===== config.mk =====
export PLATFORM = sky130hd
export DESIGN_NAME = e_s_out_ports
export DESIGN_NICKNAME = d
export VERILOG_FILES = /design/src/rtl/e_s_pkg.sv /design/src/rtl/e_s_out_chan.sv /design/src/rtl/e_s_out_ports.sv
export SDC_FILE = /design/constraint.sdc
export NUM_CORES = 1
export LEC_CHECK = 0
export ABC_AREA = 1
export BUFFER_PORTS_ARGS = -buffer_cell sky130_fd_sc_hd__buf_2
export CAP_MARGIN = 40
export CORE_MARGIN = 2
export CORE_UTILIZATION = 52
export CTS_BUF_LIST = sky130_fd_sc_hd__clkbuf_16
export DETAILED_ROUTE_END_ITERATION = 16
export GPL_ROUTABILITY_DRIVEN = 0
export PLACE_DENSITY = 0.85
export SLEW_MARGIN = 20
export SYNTH_ARGS = -nofsm -noshare
export SYNTH_HDL_FRONTEND = slang
export SYNTH_HIERARCHICAL = 1
export SYNTH_SLANG_ARGS = --single-unit

===== constraint.sdc =====
create_clock -name clock -period 1.7 [get_ports clock]
set_clock_uncertainty 0.2 [all_clocks]
set_input_delay 0.17 -clock clock [delete_from_list [all_inputs] [get_ports clock]]
set_output_delay 0.17 -clock clock [all_outputs]
set_load 0.005 [all_outputs]

===== src/rtl/e_s_pkg.sv =====
// Shared constants and types for the output-port write path.
// Holds the port count, the channel FSM encoding and the default sizing.
package e_s_pkg;

    localparam int N_PORTS       = 4;
    localparam int DEFAULT_WIDTH = 8;
    localparam int DEFAULT_DEPTH = 2;

    typedef enum logic [1:0] {
        IDLE = 2'd0,
        REQ  = 2'd1,
        REL  = 2'd2
    } chan_state_e;

endpackage


===== src/rtl/e_s_out_chan.sv =====
// One output-port channel: a small FIFO, a 4-phase valid/ack handshake FSM
// and a sticky overflow flag.
module e_s_out_chan
    import e_s_pkg::*;
#(
    parameter int WIDTH = DEFAULT_WIDTH,
    parameter int DEPTH = DEFAULT_DEPTH
) (
    input  logic             clock,
    input  logic             reset,
    input  logic             we,
    input  logic [WIDTH-1:0] din,
    output logic [WIDTH-1:0] data,
    output logic             valid,
    input  logic             ack,
    output logic             full,
    output logic             overflow
);

    localparam int PW = $clog2(DEPTH);
    localparam int CW = PW + 1;

    logic [WIDTH-1:0] mem_q [DEPTH];
    logic [PW-1:0]    rdPtr_q, rdPtr_d;
    logic [PW-1:0]    wrPtr_q, wrPtr_d;
    logic [CW-1:0]    count_q, count_d;
    chan_state_e      state_q, state_d;
    logic [WIDTH-1:0] data_q, data_d;
    logic             valid_q, valid_d;
    logic             overflow_q, overflow_d;
    logic             isFull;
    logic             push;
    logic             pop;

    // The head word stays in the FIFO while offered; it is popped on ack, which
    // is what lets a push into a full FIFO succeed in that same cycle.
    always_comb begin
        isFull     = (count_q == CW'(DEPTH));
        pop        = (state_q == REQ) && ack;
        push       = we && (!isFull || pop);
        state_d    = state_q;
        data_d     = data_q;
        valid_d    = valid_q;
        overflow_d = overflow_q | (we & ~push);
        rdPtr_d    = rdPtr_q;
        wrPtr_d    = wrPtr_q;
        count_d    = count_q;

        if (push) begin
            wrPtr_d = wrPtr_q + PW'(1);
        end
        if (pop) begin
            rdPtr_d = rdPtr_q + PW'(1);
        end
        case ({push, pop})
            2'b10:   count_d = count_q + CW'(1);
            2'b01:   count_d = count_q - CW'(1);
            default: count_d = count_q;
        endcase

        case (state_q)
            IDLE: begin
                if (count_q != '0) begin
                    data_d  = mem_q[rdPtr_q];
                    valid_d = 1'b1;
                    state_d = REQ;
                end
            end
            REQ: begin
                if (ack) begin
                    valid_d = 1'b0;
                    state_d = REL;
                end
            end
            REL: begin
                if (!ack) begin
                    state_d = IDLE;
                end
            end
            default: begin
                valid_d = 1'b0;
                state_d = IDLE;
            end
        endcase
    end

    always_ff @(posedge clock or negedge reset) begin
        if (!reset) begin
            state_q    <= IDLE;
            data_q     <= '0;
            valid_q    <= 1'b0;
            overflow_q <= 1'b0;
            rdPtr_q    <= '0;
            wrPtr_q    <= '0;
            count_q    <= '0;
        end else begin
            state_q    <= state_d;
            data_q     <= data_d;
            valid_q    <= valid_d;
            overflow_q <= overflow_d;
            rdPtr_q    <= rdPtr_d;
            wrPtr_q    <= wrPtr_d;
            count_q    <= count_d;
        end
    end

    // Storage needs no reset: emptiness is tracked by count_q alone.
    always_ff @(posedge clock) begin
        if (push) begin
            mem_q[wrPtr_q] <= din;
        end
    end

    assign data     = data_q;
    assign valid    = valid_q;
    assign full     = isFull;
    assign overflow = overflow_q;

endmodule


===== src/rtl/e_s_out_ports.sv =====
// Four buffered output ports fed by the CPU's rwe1..rwe4 write strobes,
// each delivering words to its device over an independent valid/ack handshake.
module e_s_out_ports
    import e_s_pkg::*;
#(
    parameter int WIDTH = DEFAULT_WIDTH,
    parameter int DEPTH = DEFAULT_DEPTH
) (
    input  logic                       clock,
    input  logic                       reset,
    input  logic                       rwe1,
    input  logic                       rwe2,
    input  logic                       rwe3,
    input  logic                       rwe4,
    input  logic [WIDTH-1:0]           din,
    output logic [N_PORTS*WIDTH-1:0]   out_data,
    output logic [N_PORTS-1:0]         out_valid,
    input  logic [N_PORTS-1:0]         out_ack,
    output logic [N_PORTS-1:0]         full,
    output logic [N_PORTS-1:0]         overflow
);

    logic [N_PORTS-1:0] rwe;

    assign rwe = {rwe4, rwe3, rwe2, rwe1};

    for (genvar i = 0; i < N_PORTS; i++) begin : gen_chan
        e_s_out_chan #(
            .WIDTH (WIDTH),
            .DEPTH (DEPTH)
        ) u_chan (
            .clock    (clock),
            .reset    (reset),
            .we       (rwe[i]),
            .din      (din),
            .data     (out_data[i*WIDTH +: WIDTH]),
            .valid    (out_valid[i]),
            .ack      (out_ack[i]),
            .full     (full[i]),
            .overflow (overflow[i])
        );
    end

endmodule

### Word level (Yosys, flattened, before mapping)

Memory sizes are Yosys's and may differ from the RTL's. A register that Yosys moved wholly into a read port is not among the register bits.
Index checks and enable logic that the tools add are counted.

| operators by class | value |
|---|---|
| reduce and logical (&&, ||, !) cells | 44 |
| bitwise operators | 16 |
| eq/ne operators | 32 |
| muxes and demuxes | 40 |
| add/subtract/negate cells | 16 |

Operators with widths:

| operator | number |
|---|---|
| 2-bit equality test, second input constant | 12 |
| 2-bit 2-to-1 mux | 12 |
| 2-bit one-hot mux with 3 select lines | 4 |
| 3-bit AND reduction | 8 |
| 2-bit by 1-bit equality test with 1-bit output, second input constant | 8 |
| 1-bit 2-to-1 mux | 16 |
| 2-bit inequality test, second input constant | 8 |
| 2-bit one-hot mux with 2 select lines | 4 |
| 2-bit nonzero test | 8 |
| 1-bit one-hot mux with 3 select lines | 4 |
| 1-bit adder, second input constant | 8 |
| 2-bit by 1-bit adder with 2-bit output, second input constant | 4 |
| 1-bit logical AND | 8 |
| 1-bit zero test | 8 |
| 2-bit zero test | 4 |
| 2-bit by 1-bit inequality test with 1-bit output, second input constant | 4 |
| 1-bit inverter | 8 |
| 2-bit AND reduction | 4 |
| 2-bit by 1-bit subtractor with 2-bit output, second input constant | 4 |
| 1-bit AND | 4 |
| 1-bit logical OR | 4 |
| 1-bit bitwise OR | 4 |

| storage, ports and cells | value |
|---|---|
| output and inout bits | 44 |
| memories | 4 |
| RAM bits | 64 |
| bits in registers | 32 |

Memories:

| memory | words | width | rd ports | clocked after memory_dff | write ports | line | text |
|---|---|---|---|---|---|---|---|
| gen_chan[0].u_chan.mem_q | 2 | 8 | 1 | 1 | 1 | e_s_out_chan.sv:23 | `logic [WIDTH-1:0] mem_q [DEPTH];` |
| gen_chan[1].u_chan.mem_q | 2 | 8 | 1 | 1 | 1 | e_s_out_chan.sv:23 |  |
| gen_chan[2].u_chan.mem_q | 2 | 8 | 1 | 1 | 1 | e_s_out_chan.sv:23 |  |
| gen_chan[3].u_chan.mem_q | 2 | 8 | 1 | 1 | 1 | e_s_out_chan.sv:23 |  |

### Depth between registers and ports, before layout

| logic depth | value |
|---|---|
| word-level depth | 7 |
| depth in mapped cells | 9 |
| gate-level depth less buffers | 9 |

### Hierarchy

The synthesis kept the hierarchy.

Modules (own cells, without submodules):

| module | seq. area each (sq um) | area each (sq um) | instances | cells an instance |
|---|---|---|---|---|
| e_s_out_chan at gen_chan[2].u_chan | 880.8 | 1275.0 | 1 | 109 |
| e_s_out_chan at gen_chan[1].u_chan | 880.8 | 1263.7 | 1 | 110 |
| e_s_out_chan at gen_chan[0].u_chan | 880.8 | 1262.5 | 1 | 110 |
| e_s_out_chan at gen_chan[3].u_chan | 880.8 | 1248.7 | 1 | 106 |

### Worst setup path before layout

Ideal clock, no wire load.

| timing path | value |
|---|---|
| path type | flip-flop to flip-flop |
| start | reg gen_chan[3].u_chan.state_q[1] |
| end | mem gen_chan[3].u_chan/mem_q[1][0] in the netlist's numbering, enable pin |
| period minus slack after synthesis | 1.733 ns |
| path slack | -0.033 ns |
| cell stages (with the launch flop) | 6 |
| library setup time | 0.371 ns |
| buffers on the path | 0 |
| arrival | 1.163 ns |
| required time | 1.129 ns |
| cells stage by stage | dfrtp_1 inv_2 nand3_1 nand2_1 nand2_1 nor2_1 |

| between the ends | value |
|---|---|
| cells in the longest elaborated chain, start to end | 6 |

Ends and longest elaborated chain:

| item | line | text |
|---|---|---|
| from (decl) | e_s_out_chan.sv:27 | `chan_state_e state_q, state_d;` |
| from (signal assigned) | e_s_out_chan.sv:97 | `state_q <= state_d;` |
| 2-bit by 1-bit equality test with 1-bit output | e_s_out_chan.sv:39 | `pop = (state_q == REQ) && ack;` |
| 1-bit logical AND | e_s_out_chan.sv:39 |  |
| 1-bit logical OR | e_s_out_chan.sv:40 | `push = we && (!isFull \|\| pop);` |
| 1-bit logical AND | e_s_out_chan.sv:40 |  |
| 1-bit 2-to-1 mux | e_s_out_chan.sv:109 | `if (push) begin` |
| 1-bit 2-to-1 mux (not written as such) | e_s_out_chan.sv:110 | `mem_q[wrPtr_q] <= din;` |
| to (decl) | e_s_out_chan.sv:23 |  |

Every way passes these cells.

### Worst setup path after layout

| timing path | value |
|---|---|
| start | reg gen_chan[1].u_chan.state_q[1] |
| end | reg gen_chan[1].u_chan.count_q[1] |

| between the ends | value |
|---|---|
| cells in the longest elaborated chain, start to end | 6 |

Ends and longest elaborated chain:

| item | line | text |
|---|---|---|
| from (decl) | e_s_out_chan.sv:27 |  |
| from (signal assigned) | e_s_out_chan.sv:97 |  |
| 2-bit by 1-bit equality test with 1-bit output (*) | e_s_out_chan.sv:39 |  |
| 1-bit logical AND (*) | e_s_out_chan.sv:39 |  |
| 1-bit logical OR | e_s_out_chan.sv:40 |  |
| 1-bit logical AND | e_s_out_chan.sv:40 |  |
| 2-bit by 1-bit equality test with 1-bit output or 2-bit equality test (tied branches) | e_s_out_chan.sv:55 | `case ({push, pop})` |
| 2-bit one-hot mux with 2 select lines or 2-bit nonzero test (tied branches) | -- |  |
| to (signal assigned) | e_s_out_chan.sv:103 | `count_q <= count_d;` |
| to (decl) | e_s_out_chan.sv:26 | `logic [CW-1:0] count_q, count_d;` |

Every way passes the cells marked *; elsewhere a longest branch is shown, timed or not.
A chain may end at the register's enable or synchronous reset.

==> flow_metrics.py <==
metrics = {
    "critical_path": {
        "cp_data_arrival_time_ns": 1.73,
        "cp_max_fo": 4,
        "crit_family": "simple AND/OR/NAND/NOR gates",
        "worstSetupEndpointType": "flop",
        "reg2reg_slack_ns": 0.07,
        "required_ns": 1.80,
        "reg2reg_depth": 8,
        "timing.rr.start": "gen_chan[1].u_chan/state_q[1]",
        "cp-start-kind": "flop",
        "crit_chain": "inv_2, nand3_4, nand2_4, nand2_2, ha_2, or2_2, nand4_1, nand2_1",
        "critical_path_buf_inv_count": 1,
        "r2r_end": "gen_chan[1].u_chan/count_q[1]",
        "critPathMaxStageDelay_ns": 0.40,
        "critical_path_class": "reg -> reg",
        "critPathSlowestCell": "dfrtp_1",
    },
    "logic_synthesis": {
        "ys_seq_elements": 128,
        "synth_cell_type_count": 28,
        "synthArstFlopShare_pct": 50.00,
        "ys.flop_type": "edfxtp_1",
        "synth_nets": 456,
        "yosys_warnings": 6,
        "syn-cell-area_sq_mm": 0.005050,
        "synth-seq-area-share_pct": 69.77,
        "synthCells": 435,
        "postSynthAreaPerCell_sq_um": 11.61,
        "synth-edff-count": 64,
    },
    "global_routing": {
        "grt_first_pass_wirelength_um": 15550,
        "gr-total-overflow": 0,
        "grt_max_degree": 65,
        "antenna_found_initial": 0,
        "grtUsageTotal_pct": 19.73,
        "grt_pass1_vias": 3308,
    },
    "drt": {
        "num_vias": 3355,
        "drc_errors": 0,
        "wire_per_inst_um": 14.51,
        "viasPerCell": 4.862,
        "drt_wl_total_um": 10010,
        "drt_first_pass_iters": 4,
        "drt-initial-drc-count": 218,
        "ant_nets": 0,
    },
    "sta": {
        "period_needed_ns": 1.631,
        "finalHoldViolCount": 0,
        "whs_ns": 0.09998,
        "finalSetupViolations": 0,
        "max_freq_mhz": 613.3,
        "tightest_slew_ns": 0.4313,
        "setup_ws_ns": 0.06936,
        "slew_viol_final": 0,
        "post-route-period-util_pct": 95.92,
        "maxSlewHeadroom_pct": 71.14,
        "fin_tns_setup_ns": 0,
    },
    "placement": {
        "pre_cts_ws_ns": 0.02523,
        "portBuffers": 61,
        "dp_hpwl_um": 6456,
    },
    "final_layout": {
        "drive_gt1_share_pct": 27.45,
        "nets": 569,
        "area_delta_synth_final_pct": 28.17,
        "diodes": 0,
    },
    "floorplanning": {
        "io_pins": 62,
        "fp.dieW_um": 102.5,
        "num_rows": 35,
        "start_util_pct": 54.14,
        "dieArea_sq_mm": 0.01052,
        "core_area_sq_mm": 0.009328,
        "die-height_um": 102.5,
    },
    "hold_path": {
        "hold_class": "in -> async",
    },
    "cts": {
        "root_buffer": "clkbuf_16",
        "h-tree-depth": 4,
        "clockBufferDepth": 2,
        "clkLatencyLatePin_ns": 0.41,
        "clkTransAtPathRegs_ns": 0.06,
        "cts_sinks": 128,
        "cts_tree": "yes",
        "cts_buffers": 17,
    },
    "job": {
        "timing.max_cap.violations": 0,
    },
    "power": {
        "finalPower_mw": 12.67,
        "leakage_nw": 3.029,
        "power_density_mw_per_mm2": 1958,
        "vdd_drop_max_v": 0.0009793,
    },
    "outcome": {
        "status": "finished, final reports clean",
    },
}
==> layer usage <==
layer  global-route usage (%)  vias up  part of all wire (%)
met5                        0        -                     0
met4                    8.205        0                   1.6
met3                    4.475        9                   5.6
met2                    32.63       88                    51
met1                    25.44     1589                    42
li1                         -     1669                     -
==> worst reg2reg max path: stages, from the launching register on <==
cell and delay (ns):
dfrtp_1 0.40, inv_2 0.08, nand3_4 0.09, nand2_4 0.09
nand2_2 0.07, ha_2 0.19, or2_2 0.28, nand4_1 0.07
nand2_1 0.06
==> Yosys cell counts, types with 7 or more instances <==
cell type | count | area (sq um)
nor2_1 | 9 | 33.78
nand2_1 | 105 | 394.1
nand3_1 | 16 | 80.08
o211ai_1 | 8 | 60.06
dfrtp_1 | 64 | 1602
or2_1 | 8 | 50.05
a21oi_1 | 24 | 120.1
inv_1 | 53 | 198.9
edfxtp_1 | 64 | 1922
o21ai_0 | 18 | 90.09
nand2_2 | 7 | 43.79
o21ai_1 | 10 | 50.05
==> sequential cells by signal, summed over array words and instances, names as in the netlist <==
name and count:
gen_chan.u_chan/overflow 4, gen_chan.u_chan/mem_q 64, gen_chan.u_chan/rdPtr_q 4, gen_chan.u_chan/data 32
gen_chan.u_chan/count_q 8, gen_chan.u_chan/state_q 8, gen_chan.u_chan/wrPtr_q 4, gen_chan.u_chan/valid 4
==> worst max-delay path by stage <==
stage	from	end	slack [ns]	depth (start not counted)
after CTS	gen_chan[0].u_chan/state_q[1]	gen_chan[0].u_chan/count_q[1]	0.02	8
after global placement	gen_chan[2].u_chan/state_q[0]	gen_chan[2].u_chan/count_q[1]	0.09	7
after floorplan	gen_chan[2].u_chan/state_q[1]	gen_chan[2].u_chan/mem_q[1][0]	0.02	5
after detailed placement	gen_chan[2].u_chan/state_q[0]	gen_chan[2].u_chan/count_q[1]	0.03	7
final	gen_chan[1].u_chan/state_q[1]	gen_chan[1].u_chan/count_q[1]	0.07	8
after global routing	gen_chan[1].u_chan/state_q[1]	gen_chan[1].u_chan/count_q[1]	-0.01	9
==> power breakdown <==
part / leakage [nW] / internal [mW] / switching, mW
Clock: 0.304 / 2.39 / 1.29
Sequential: 1.36 / 4.43 / 0.570
Combinational: 1.36 / 1.62 / 2.38
==> timing repair <==
item / 4_1_cts / 5_1_grt
endpoints found under the setup margin: 8 / 27
setup buffers: 0 / 6
pin swaps: 0 / 4
hold buffers: 17 / 0
hold endpoints to repair: 152 / 0
resized for setup: 1 / 17
==> layout by cell type, fill, tap and decap left out, types with 8 or more instances in the layout <==
cell	count
nand2_1	104
edfxtp_1	64
dfrtp_1	62
buf_2	60
inv_1	49
a21oi_1	24
buf_4	23
clkbuf_16	18
o21ai_0	18
dlygate4sd3_1	17
nand3_1	14
inv_2	11
o21ai_1	10
nor2_1	8
or2_1	8
o211ai_1	8
==> metrics by stage <==
stage / util [%] / cell area, sq um / std cells
final: 69.39 / 6472 / 690
after global routing: 69.39 / 6472 / 690
after CTS: 68.42 / 6382 / 684
after detailed placement: 59.96 / 5593 / 635
after global placement: 59.96 / 5593 / 635
after floorplan: - / 5052 / 435
==> layout make-up <==
type / instances / area [sq um]
Inverter: 61 / 229.0
Tap cell: 129 / 161.4
Sequential cell: 128 / 3526
Fill cell: 651 / 2855
Timing Repair Buffer: 101 / 663.1
Clock inverter: 14 / 163.9
Multi-Input combinational cell: 239 / 1279
Clock buffer: 18 / 450.4
==> cell families after synthesis <==
group	after synthesis	synth area share (%)
simple gates	159	13.90
compound gates	70	8.524
xor+xnor	7	1.214
buf+inv	68	5.847
fa+ha+maj	3	0.7434
flops	128	69.77
No activity file was read; power rests on OpenSTA's default activity.
